File: src/rtl/instr_feeder_pkg.sv
// ---------------------------------------------------------------------------
// instr_feeder_pkg
// Shared definitions for the instruction feeder that drives the 4-phase bus
// processor:
//   - opcode constants of the processor instruction set
//   - bit positions of the fields inside a 14-bit instruction word
//   - FSM state encoding of the feeder
//   - width of the processor step-counter mirror
// ---------------------------------------------------------------------------
package instr_feeder_pkg;

    // Processor opcodes (F field)
    localparam logic [1:0] OP_LOAD = 2'b00;
    localparam logic [1:0] OP_MOVE = 2'b01;
    localparam logic [1:0] OP_ADD  = 2'b10;
    localparam logic [1:0] OP_SUB  = 2'b11;

    // Instruction word layout: [13:12]=F, [11:10]=Rx, [9:8]=Ry, [7:0]=data
    localparam int INSTR_W = 14;
    localparam int F_HI    = 13;
    localparam int F_LO    = 12;
    localparam int RX_HI   = 11;
    localparam int RX_LO   = 10;
    localparam int RY_HI   = 9;
    localparam int RY_LO   = 8;
    localparam int DATA_HI = 7;
    localparam int DATA_LO = 0;

    // Same layout as a packed struct, so field access is by name in the RTL
    typedef struct packed {
        logic [1:0] f;
        logic [1:0] rx;
        logic [1:0] ry;
        logic [7:0] data;
    } instr_t;

    // Feeder FSM encoding
    localparam int ST_W = 2;
    localparam logic [ST_W-1:0] ST_IDLE  = 2'd0;
    localparam logic [ST_W-1:0] ST_ISSUE = 2'd1;
    localparam logic [ST_W-1:0] ST_WAIT  = 2'd2;
    localparam logic [ST_W-1:0] ST_ERR   = 2'd3;

    // Processor step counter mirror
    localparam int PH_W = 2;
    localparam logic [PH_W-1:0] PH_LAST = '1;

endpackage

File: src/rtl/instr_feeder_phase_mirror.sv
// ---------------------------------------------------------------------------
// instr_feeder_phase_mirror
// Copy of the processor's 2-bit step counter (T0..T3). It shares clk and
// reset with the processor and applies the same clear rule, so its value is
// always equal to the processor's current step.
// Ports:
//   clk   in  : clock, rising edge
//   reset in  : synchronous active-high reset
//   w     in  : processor w as driven by the feeder
//   done  in  : processor Done
//   ph    out : current processor step (0 = T0)
// ---------------------------------------------------------------------------
module instr_feeder_phase_mirror
    import instr_feeder_pkg::*;
(
    input  logic            clk,
    input  logic            reset,
    input  logic            w,
    input  logic            done,
    output logic [PH_W-1:0] ph
);

    logic [PH_W-1:0] ph_q;
    logic [PH_W-1:0] ph_d;

    // Done always returns the processor to T0; an idle T3 also wraps to T0.
    always_comb begin
        ph_d = ph_q + PH_W'(1);
        if (done || (!w && (ph_q == PH_LAST))) begin
            ph_d = '0;
        end
    end

    always_ff @(posedge clk) begin
        if (reset) begin
            ph_q <= '0;
        end else begin
            ph_q <= ph_d;
        end
    end

    assign ph = ph_q;

endmodule

File: src/rtl/instr_feeder.sv
// ---------------------------------------------------------------------------
// instr_feeder
// Small program sequencer for the 4-phase bus processor. A program of
// {F, Rx, Ry, data} words is loaded into a DEPTH-entry memory and run from
// entry 0 to last_addr, one instruction per processor Done. w is raised only
// while the processor sits in T0; a run that waits TMO cycles without Done
// is abandoned with a sticky err.
// Ports:
//   clk, reset            : clock and synchronous active-high reset
//   load_en/addr/instr    : program memory write (ignored while busy)
//   start, last_addr      : begin a run over mem[0..last_addr] (ignored while busy)
//   Done                  : processor completion
//   w, F, Rx, Ry, data    : processor instruction inputs
//   busy                  : run in progress
//   finished              : one-cycle pulse after the last instruction's Done
//   err                   : sticky timeout flag, cleared by reset or start
//   pc                    : index of the current instruction
// ---------------------------------------------------------------------------
module instr_feeder
    import instr_feeder_pkg::*;
#(
    parameter int DEPTH = 16,
    parameter int AW    = 4,
    parameter int TMO   = 4
) (
    input  logic               clk,
    input  logic               reset,
    input  logic               load_en,
    input  logic [AW-1:0]      load_addr,
    input  logic [INSTR_W-1:0] load_instr,
    input  logic               start,
    input  logic [AW-1:0]      last_addr,
    input  logic               Done,
    output logic               w,
    output logic [1:0]         F,
    output logic [1:0]         Rx,
    output logic [1:0]         Ry,
    output logic [7:0]         data,
    output logic               busy,
    output logic               finished,
    output logic               err,
    output logic [AW-1:0]      pc
);

    // Timeout counter counts WAIT cycles 0..TMO-1
    localparam int TW = (TMO < 2) ? 1 : $clog2(TMO);
    localparam logic [TW-1:0] TMO_LAST = TW'(TMO - 1);

    logic [ST_W-1:0] state_q, state_d;
    logic [AW-1:0]   pc_q, pc_d;
    logic [AW-1:0]   last_q, last_d;
    instr_t          instr_q, instr_d;
    logic [TW-1:0]   tmo_q, tmo_d;
    logic            err_q, err_d;
    logic            fin_q, fin_d;

    logic [PH_W-1:0] ph;
    logic            idle_like;
    logic [AW-1:0]   pc_inc;

    // Program memory: plain flop array, combinational read, never reset
    instr_t mem_q [DEPTH];

    always_ff @(posedge clk) begin
        if (load_en && !busy) begin
            mem_q[load_addr] <= instr_t'(load_instr);
        end
    end

    instr_feeder_phase_mirror u_phase (
        .clk   (clk),
        .reset (reset),
        .w     (w),
        .done  (Done),
        .ph    (ph)
    );

    // w depends on flops only, so it is stable for the whole T0 cycle
    assign w         = (state_q == ST_ISSUE) && (ph == '0);
    assign busy      = (state_q == ST_ISSUE) || (state_q == ST_WAIT);
    assign idle_like = (state_q == ST_IDLE) || (state_q == ST_ERR);
    assign pc_inc    = pc_q + AW'(1);

    always_comb begin
        state_d = state_q;
        pc_d    = pc_q;
        last_d  = last_q;
        instr_d = instr_q;
        tmo_d   = tmo_q;
        err_d   = err_q;
        fin_d   = 1'b0;

        if (idle_like) begin
            // A same-cycle write to entry 0 lands after this read, so the
            // first fetch sees the old word.
            if (start) begin
                pc_d    = '0;
                last_d  = last_addr;
                instr_d = mem_q[0];
                err_d   = 1'b0;
                state_d = ST_ISSUE;
            end
        end else if (state_q == ST_ISSUE) begin
            if (w) begin
                tmo_d   = '0;
                state_d = ST_WAIT;
            end
        end else begin
            // ST_WAIT: fields hold until Done is seen
            if (Done) begin
                if (pc_q == last_q) begin
                    fin_d   = 1'b1;
                    state_d = ST_IDLE;
                end else begin
                    // Done also clears the processor to T0, so the next
                    // word goes out on w in the very next cycle.
                    pc_d    = pc_inc;
                    instr_d = mem_q[pc_inc];
                    state_d = ST_ISSUE;
                end
            end else if (tmo_q == TMO_LAST) begin
                err_d   = 1'b1;
                state_d = ST_ERR;
            end else begin
                tmo_d = tmo_q + TW'(1);
            end
        end
    end

    always_ff @(posedge clk) begin
        if (reset) begin
            state_q <= ST_IDLE;
            pc_q    <= '0;
            last_q  <= '0;
            instr_q <= '0;
            tmo_q   <= '0;
            err_q   <= 1'b0;
            fin_q   <= 1'b0;
        end else begin
            state_q <= state_d;
            pc_q    <= pc_d;
            last_q  <= last_d;
            instr_q <= instr_d;
            tmo_q   <= tmo_d;
            err_q   <= err_d;
            fin_q   <= fin_d;
        end
    end

    assign F        = instr_q.f;
    assign Rx       = instr_q.rx;
    assign Ry       = instr_q.ry;
    assign data     = instr_q.data;
    assign finished = fin_q;
    assign err      = err_q;
    assign pc       = pc_q;

endmodule

File: config.mk
export PLATFORM = sky130hd
export DESIGN_NAME = instr_feeder
export DESIGN_NICKNAME = d
export VERILOG_FILES = /design/src/rtl/instr_feeder_pkg.sv /design/src/rtl/instr_feeder_phase_mirror.sv /design/src/rtl/instr_feeder.sv
export SDC_FILE = /design/constraint.sdc
export NUM_CORES = 1
export LEC_CHECK = 0
export CAP_MARGIN = 40
export CORE_UTILIZATION = 46
export CTS_BUF_LIST = sky130_fd_sc_hd__clkbuf_8 sky130_fd_sc_hd__clkbuf_16
export CTS_CLUSTER_SIZE = 24
export DETAILED_ROUTE_END_ITERATION = 8
export PLACE_DENSITY = 0.63
export SYNTH_ARGS = -nofsm -noshare
export SYNTH_HDL_FRONTEND = slang
export SYNTH_SLANG_ARGS = --single-unit
export TNS_END_PERCENT = 5
File: constraint.sdc
create_clock -name clk -period 2.65 [get_ports clk]
set_clock_uncertainty 0.05 [all_clocks]
set_input_delay 0.795 -clock clk [delete_from_list [all_inputs] [get_ports clk]]
set_output_delay 0.795 -clock clk [all_outputs]
set_load 0.005 [all_outputs]
==> reports/qor.yml, run 1 <==
status: "finished clean"
grtUsageTotal_pct: 20.40
crit_path_top_delay_cell: "dfxtp_1"
grt_max_degree: 39
period_minus_slack_ns: 2.519
avgSynthCellArea_um2: 17.06
drc: 0
max_cap_violations: 0
nFillCells: 1555
rows: 53
grt_pass1_vias: 5587
cts-root-buf: "clkbuf_16"
ios: 49
yosysUniqueCellTypes: 46
cp_data_arrival_time_ns: 1.67
worstSetupStartpointType: "flop"
synth_compound_area_share_pct: 6.373
synth_edf_count: 224
power.density_nw_per_um2: 770.4
final_util_pct: 57.08
synth_xor_area_share_pct: 0.6123
criticalPathCategory: "reg2out"
layout-drive-gt1-share_pct: 16.64
place_congestion: 0.8157
crit_buf_inv: 1
synthCells: 587
ys.flop_type: "edfxtp_1"
synth_mux_area_share_pct: 12.37
drt-pass1-iter-count: 6
ff_latch_area_um2: 7331
clockBufferDepth: 3
drv_slew: 0
yosys_warnings: 0
dieHeight_um: 149.5
grt_antenna_before_repair: 0
cts_tree: "built"
grt_pass1_wl_mm: 33.55
cts_htree_levels: 1
cts_hold_buf: 0
grt_overflow_total: 0
fin_cells: 960
leakage_nw: 3.855
core_um2: 21150
endpoint_kind: "primary output"
cts.clk_slew.worst_paths_ns: 0.06
totalWireLength_mm: 22.13
clock.fmax_mhz: 397.0
worstPathRequired_ns: 1.81
rsz0062_at_grt: "false"
relSlewSlack_pct: 53.83
seq_area_frac_synth_pct: 73.18
clock-sinks: 254
fin_hold_ws_ns: 0.3701
nets: 698
synth_top_family_by_area: "multiplexers"
min_from: "u_phase.ph[0]$_SDFF_PP0_"
netlist_area_um2: 10010
worstPathMaxFanout: 10
worst_slew_pin_slew_ns: 0.6904
synth_fp_nets: 620
hpwl_mm: 14.12
ir_drop_uv: 390.9
antenna_cells: 0
drt_iter0_markers: 434
syn_to_final_growth_pct: 20.60
setup_viol_count_final: 0
initial_utilization_pct: 47.33
cp-startpoint: "pc[2]$_SDFFE_PP0P_"
num_vias: 5592
async_reset_ff_share_pct: 0
ant_nets: 0
synth_seq_cells: 254
vias_per_cell: 5.825
path_delay_family: "flip-flops"
cts_buffers: 26
synthAdderAreaFrac_pct: 0.7498
hold_path.class: "reg2reg"
multi_input_area_um2: 2524
r2r-start: "pc[2]$_SDFFE_PP0P_"
die_w_um: 149.5
path_cells: "clkdlybuf4s50_1"
period_share_pct: 95.06
timing.final.hold_violations: 0
slowest_delay_ns: 0.58
portBuffers: 48
dp_cells: 910
die-area_um2: 22360
synth_simple_gate_area_share_pct: 4.649
wl_per_cell_um: 23.05
setup_tns_ns: 0
insertion_delay_ns: 0.52
where the power goes:
| group | internal (W) | total [W] | switching, W |
|---|---|---|---|
| combinational | 0.000604 | 0.00126 | 0.000653 |
| sequential | 0.00451 | 0.00461 | 0.0000933 |
| clock | 0.00203 | 0.00344 | 0.00141 |
| total | 0.00715 | 0.00930 | 0.00215 |
sequential cells by signal, indices dropped and copies added, names as in the netlist, 4 cells and up:
name and cells:
data 8, last_q 4, mem_q 224, pc 4
per-stage QoR:
stage                     setup WS [ns]  total power, W  instance area [um2]
after global placement          0.03323        0.005893                11180
after detailed placement         0.1099        0.005921                11190
after CTS                       0.01447        0.009358                12050
after global routing            0.05098        0.009620                12070
final                            0.1308        0.009302                12070
after floorplan                 0.03140        0.005345                10020
placed cells by master, fill, tap and decap left out, drive strengths merged, types with 28 or more instances in the layout:
cell type	n
mux2i	60
nand2	29
clkbuf	35
edfxtp	224
a22oi	28
buf	36
dfxtp	30
mux4	28
clkdlybuf4s50	46
cell usage after synthesis, types with 5 or more instances:
cell type / count / share of area, %
a21oi_1: 23 / 1.1
a22oi_1: 28 / 2.1
a31oi_1: 14 / 0.87
buf_2: 15 / 0.75
clkbuf_1: 16 / 0.60
dfxtp_1: 30 / 6.0
edfxtp_1: 224 / 67
ha_1: 6 / 0.75
inv_1: 8 / 0.30
mux2i_1: 60 / 6.0
mux4_2: 26 / 5.8
nand2_1: 29 / 1.1
nand2b_1: 7 / 0.44
nand3_1: 14 / 0.70
nor2_1: 24 / 0.90
nor3_1: 6 / 0.30
o221ai_1: 14 / 1.2
xor2_1: 5 / 0.44
per-layer routing:
layer,track usage [%],share of wire [%],up-vias
met4,5.612,1.8,0
li1,-,-,2496
met1,28.96,44,2881
met5,0,0,-
met3,3.262,5.8,29
met2,32.69,48,186
layout make-up:
cell class	instances	area share [%]
inverters	8	0.2487
flip-flops and latches	254	60.71
clock buffers	34	6.394
repair buffers	85	8.404
well taps	275	2.850
clock inverters	14	0.4870
multi-input cells	290	20.90
final timing paths:
path / cells after the start / endpoint / slack (ns)
setup / recovery: 1 / pc[2] / 0.13
hold / removal: 1 / u_phase.ph[0]$_SDFF_PP0_ / 0.37
setup reg to reg: 6 / data[3]$_SDFFE_PP0P_ / 0.31
hold reg to reg: 1 / u_phase.ph[0]$_SDFF_PP0_ / 0.37
kinds of logic after synthesis:
kind of cell,after synthesis
flops,254
fa+ha+maj,6
mux,88
simple gates,97
xor+xnor,7
compound gates,92
buf+inv,43
timing repair:
| action | CTS | global route |
|---|---|---|
| gates cloned | 0 | 1 |
| setup buffers | 1 | 0 |
| pin swaps | 1 | 0 |
| gates resized for setup | 4 | 2 |
| setup endpoints to repair | 2 | 2 |
Power figures use the tool's default switching activity.
==> inputs of run 2 (changes only) <==
Settings changed: SLEW_MARGIN from default to 20.
==> run 2 against run 1 <==
Against the previous run:
- wire length down 0.91%
- first-iteration DRC count up 6.0%
- clock-buffer cell count down 3
- combinational power about the same
- non-clock buffer count down 1
- via count down 0.84%
- largest power group unchanged
==> reports/qor.yml, run 2 (synthesized netlist as in run 1, its figures left out) <==
grt_overflow_total: 0  # unchanged
die_w_um: 149.5  # unchanged
drc: 0  # unchanged
initial_utilization_pct: 47.33  # unchanged
hold_path.class: "reg2reg"
clock-sinks: 254  # unchanged
clock.fmax_mhz: 396.6  # about the same
die-area_um2: 22360  # unchanged
drt-pass1-iter-count: 5  # -1
relSlewSlack_pct: 50.72  # -3.1 points
worstPathMaxFanout: 10  # unchanged
setup_viol_count_final: 0  # unchanged
layout_common_cells: "edfxtp_1 (224), mux2i_1 (60), clkdlybuf4s50_1 (45)"
nets: 697  # -0.14%
cts.clk_slew.worst_paths_ns: 0.06  # about the same
grt_antenna_before_repair: 0  # unchanged
num_vias: 5545  # -0.84%
crit_path_top_delay_cell: "dfxtp_1"
cts_tree: "built"
ir_drop_uv: 408.3  # +4.4%
dp_cells: 909  # -0.11%
antenna_cells: 0  # unchanged
cts-root-buf: "clkbuf_16"
reg2reg_depth: 5  # -1
rows: 53  # unchanged
clockBufferDepth: 3  # unchanged
period_share_pct: 95.15  # about the same
dieHeight_um: 149.5  # unchanged
max_cap_violations: 0  # unchanged
ant_nets: 0  # unchanged
grtUsageTotal_pct: 20.39  # about the same
vias_per_cell: 5.782  # -0.74%
r2r_end: "data[1]$_SDFFE_PP0P_"
totalWireLength_mm: 21.93  # -0.91%
fin_hold_ws_ns: 0.4088  # +0.03873 ns
cts_htree_levels: 1  # unchanged
timing.final.hold_violations: 0  # unchanged
largest_reg_flops: 224  # unchanged
top_register: "mem_q"
rsz0062_at_grt: "false"
cts_buffers: 26  # unchanged
path_cells: "clkdlybuf4s50_1"
core_um2: 21150  # unchanged
slowest_delay_ns: 0.58  # about the same
grt_pass1_vias: 5662  # +1.3%
min_from: "u_phase.ph[0]$_SDFF_PP0_"
setup_tns_ns: 0  # unchanged
fin_cells: 959  # -0.10%
syn_to_final_growth_pct: 21.73
worstSetupStartpointType: "flop"
hpwl_mm: 14.02  # -0.67%
insertion_delay_ns: 0.53  # about the same
period_minus_slack_ns: 2.522  # +0.002330 ns
portBuffers: 48  # unchanged
final_util_pct: 57.62  # +0.54 points
leakage_nw: 3.899  # +1.1%
power.density_nw_per_um2: 808.1  # +4.9%
drt_iter0_markers: 460  # +6.0%
grt_pass1_wl_mm: 33.63  # +0.23%
place_congestion: 0.8157  # unchanged
crit_buf_inv: 1  # unchanged
r2r-start: "pc[2]$_SDFFE_PP0P_"
drv_slew: 0  # unchanged
path_delay_family: "flip-flops"
worstHoldEndpoint: "u_phase.ph[0]$_SDFF_PP0_"
ios: 49  # unchanged
cts_hold_buf: 0  # unchanged
layout_commonest_cell: "edfxtp_1"
wl_per_cell_um: 22.87  # -0.80%
worstPathRequired_ns: 1.81  # about the same
criticalPathCategory: "reg2out"
holdPathStages: 1  # unchanged
worst_slew_pin_slew_ns: 0.7392  # +0.04873 ns
endpoint_kind: "primary output"
grt_max_degree: 39  # unchanged
layout-drive-gt1-share_pct: 16.52  # -0.12 points
cp_data_arrival_time_ns: 1.68  # about the same
status: "finished clean"
reg2reg_slack_ns: 0.42  # +0.11 ns
-- run 2: cell types whose count changed in the layout (fill, tap and decap cells not counted), sizes merged --
cell           before  now
clkbuf             35   31
inv                19   13
dlymetal6s2s        1    2
clkinv              3    6
clkdlybuf4s50      46   45
bufinv              0    6
-- run 2: cell type report --
class | count | area, um2
inverter | 8 | 30.03
tap | 275 | 344.1
clock inverter | 17 | 234.0
timing repair buffer | 84 | 992.2
sequential | 254 | 7330
clock buffer | 31 | 730.7
fill | 1555 | 8966
multi-input combinational | 290 | 2527
-- run 2: metal layers --
metal / vias up / share of wire (%) / track usage [%]
li1: 2501 / - / -
met1: 2816 / 44 / 28.92
met2: 203 / 48 / 32.57
met3: 25 / 7.0 / 3.628
met4: 0 / 1.4 / 5.204
met5: - / 0 / 0
-- run 2: report_power, final --
group	internal (W)	total, W	switching (W)
sequential	0.00451	0.00460	0.0000892
clock	0.00254	0.00400	0.00146
combinational	0.000604	0.00125	0.000643
total	0.00765	0.00985	0.00220
-- run 2: worst max-delay path by stage --
| stage | startpoint | end | slack, ns | depth (start not counted) |
|---|---|---|---|---|
| floorplan | state_q[0]$_SDFFE_PP0P_ | mem_q[8][0]$_DFFE_PP_ | 0.03 | 7 |
| global placement | pc[2]$_SDFFE_PP0P_ | data[3]$_SDFFE_PP0P_ | 0.03 | 5 |
| detailed placement | load_en | mem_q[1][3]$_DFFE_PP_ | 0.07 | 5 |
| CTS | state_q[1]$_SDFFE_PP0P_ | w | -0.03 | 4 |
| global route | pc[3]$_SDFFE_PP0P_ | pc[3] | 0.06 | 1 |
| finish | pc[2]$_SDFFE_PP0P_ | pc[2] | 0.13 | 1 |
-- run 2: repair_timing --
action	in CTS	in global routing
setup buffers	0	2
pin swaps	0	1
endpoints found under the setup margin	2	2
resized for setup	4	2
-- run 2: through the flow --
stage                     power (W)  worst slack, ns  instance area, um2
after floorplan            0.005345          0.03140               10020
after global placement     0.005893          0.03323               11180
after detailed placement   0.005916          0.07435               11190
after CTS                  0.009904         -0.02777               12170
after global routing        0.01019          0.05530               12190
final                      0.009849           0.1285               12190
==> inputs of run 3 (changes only) <==
Settings changed: SLEW_MARGIN 20 to default.
==> results of run 3 <==
No change in the layout: final DEF, timing and power equal those of run 1.
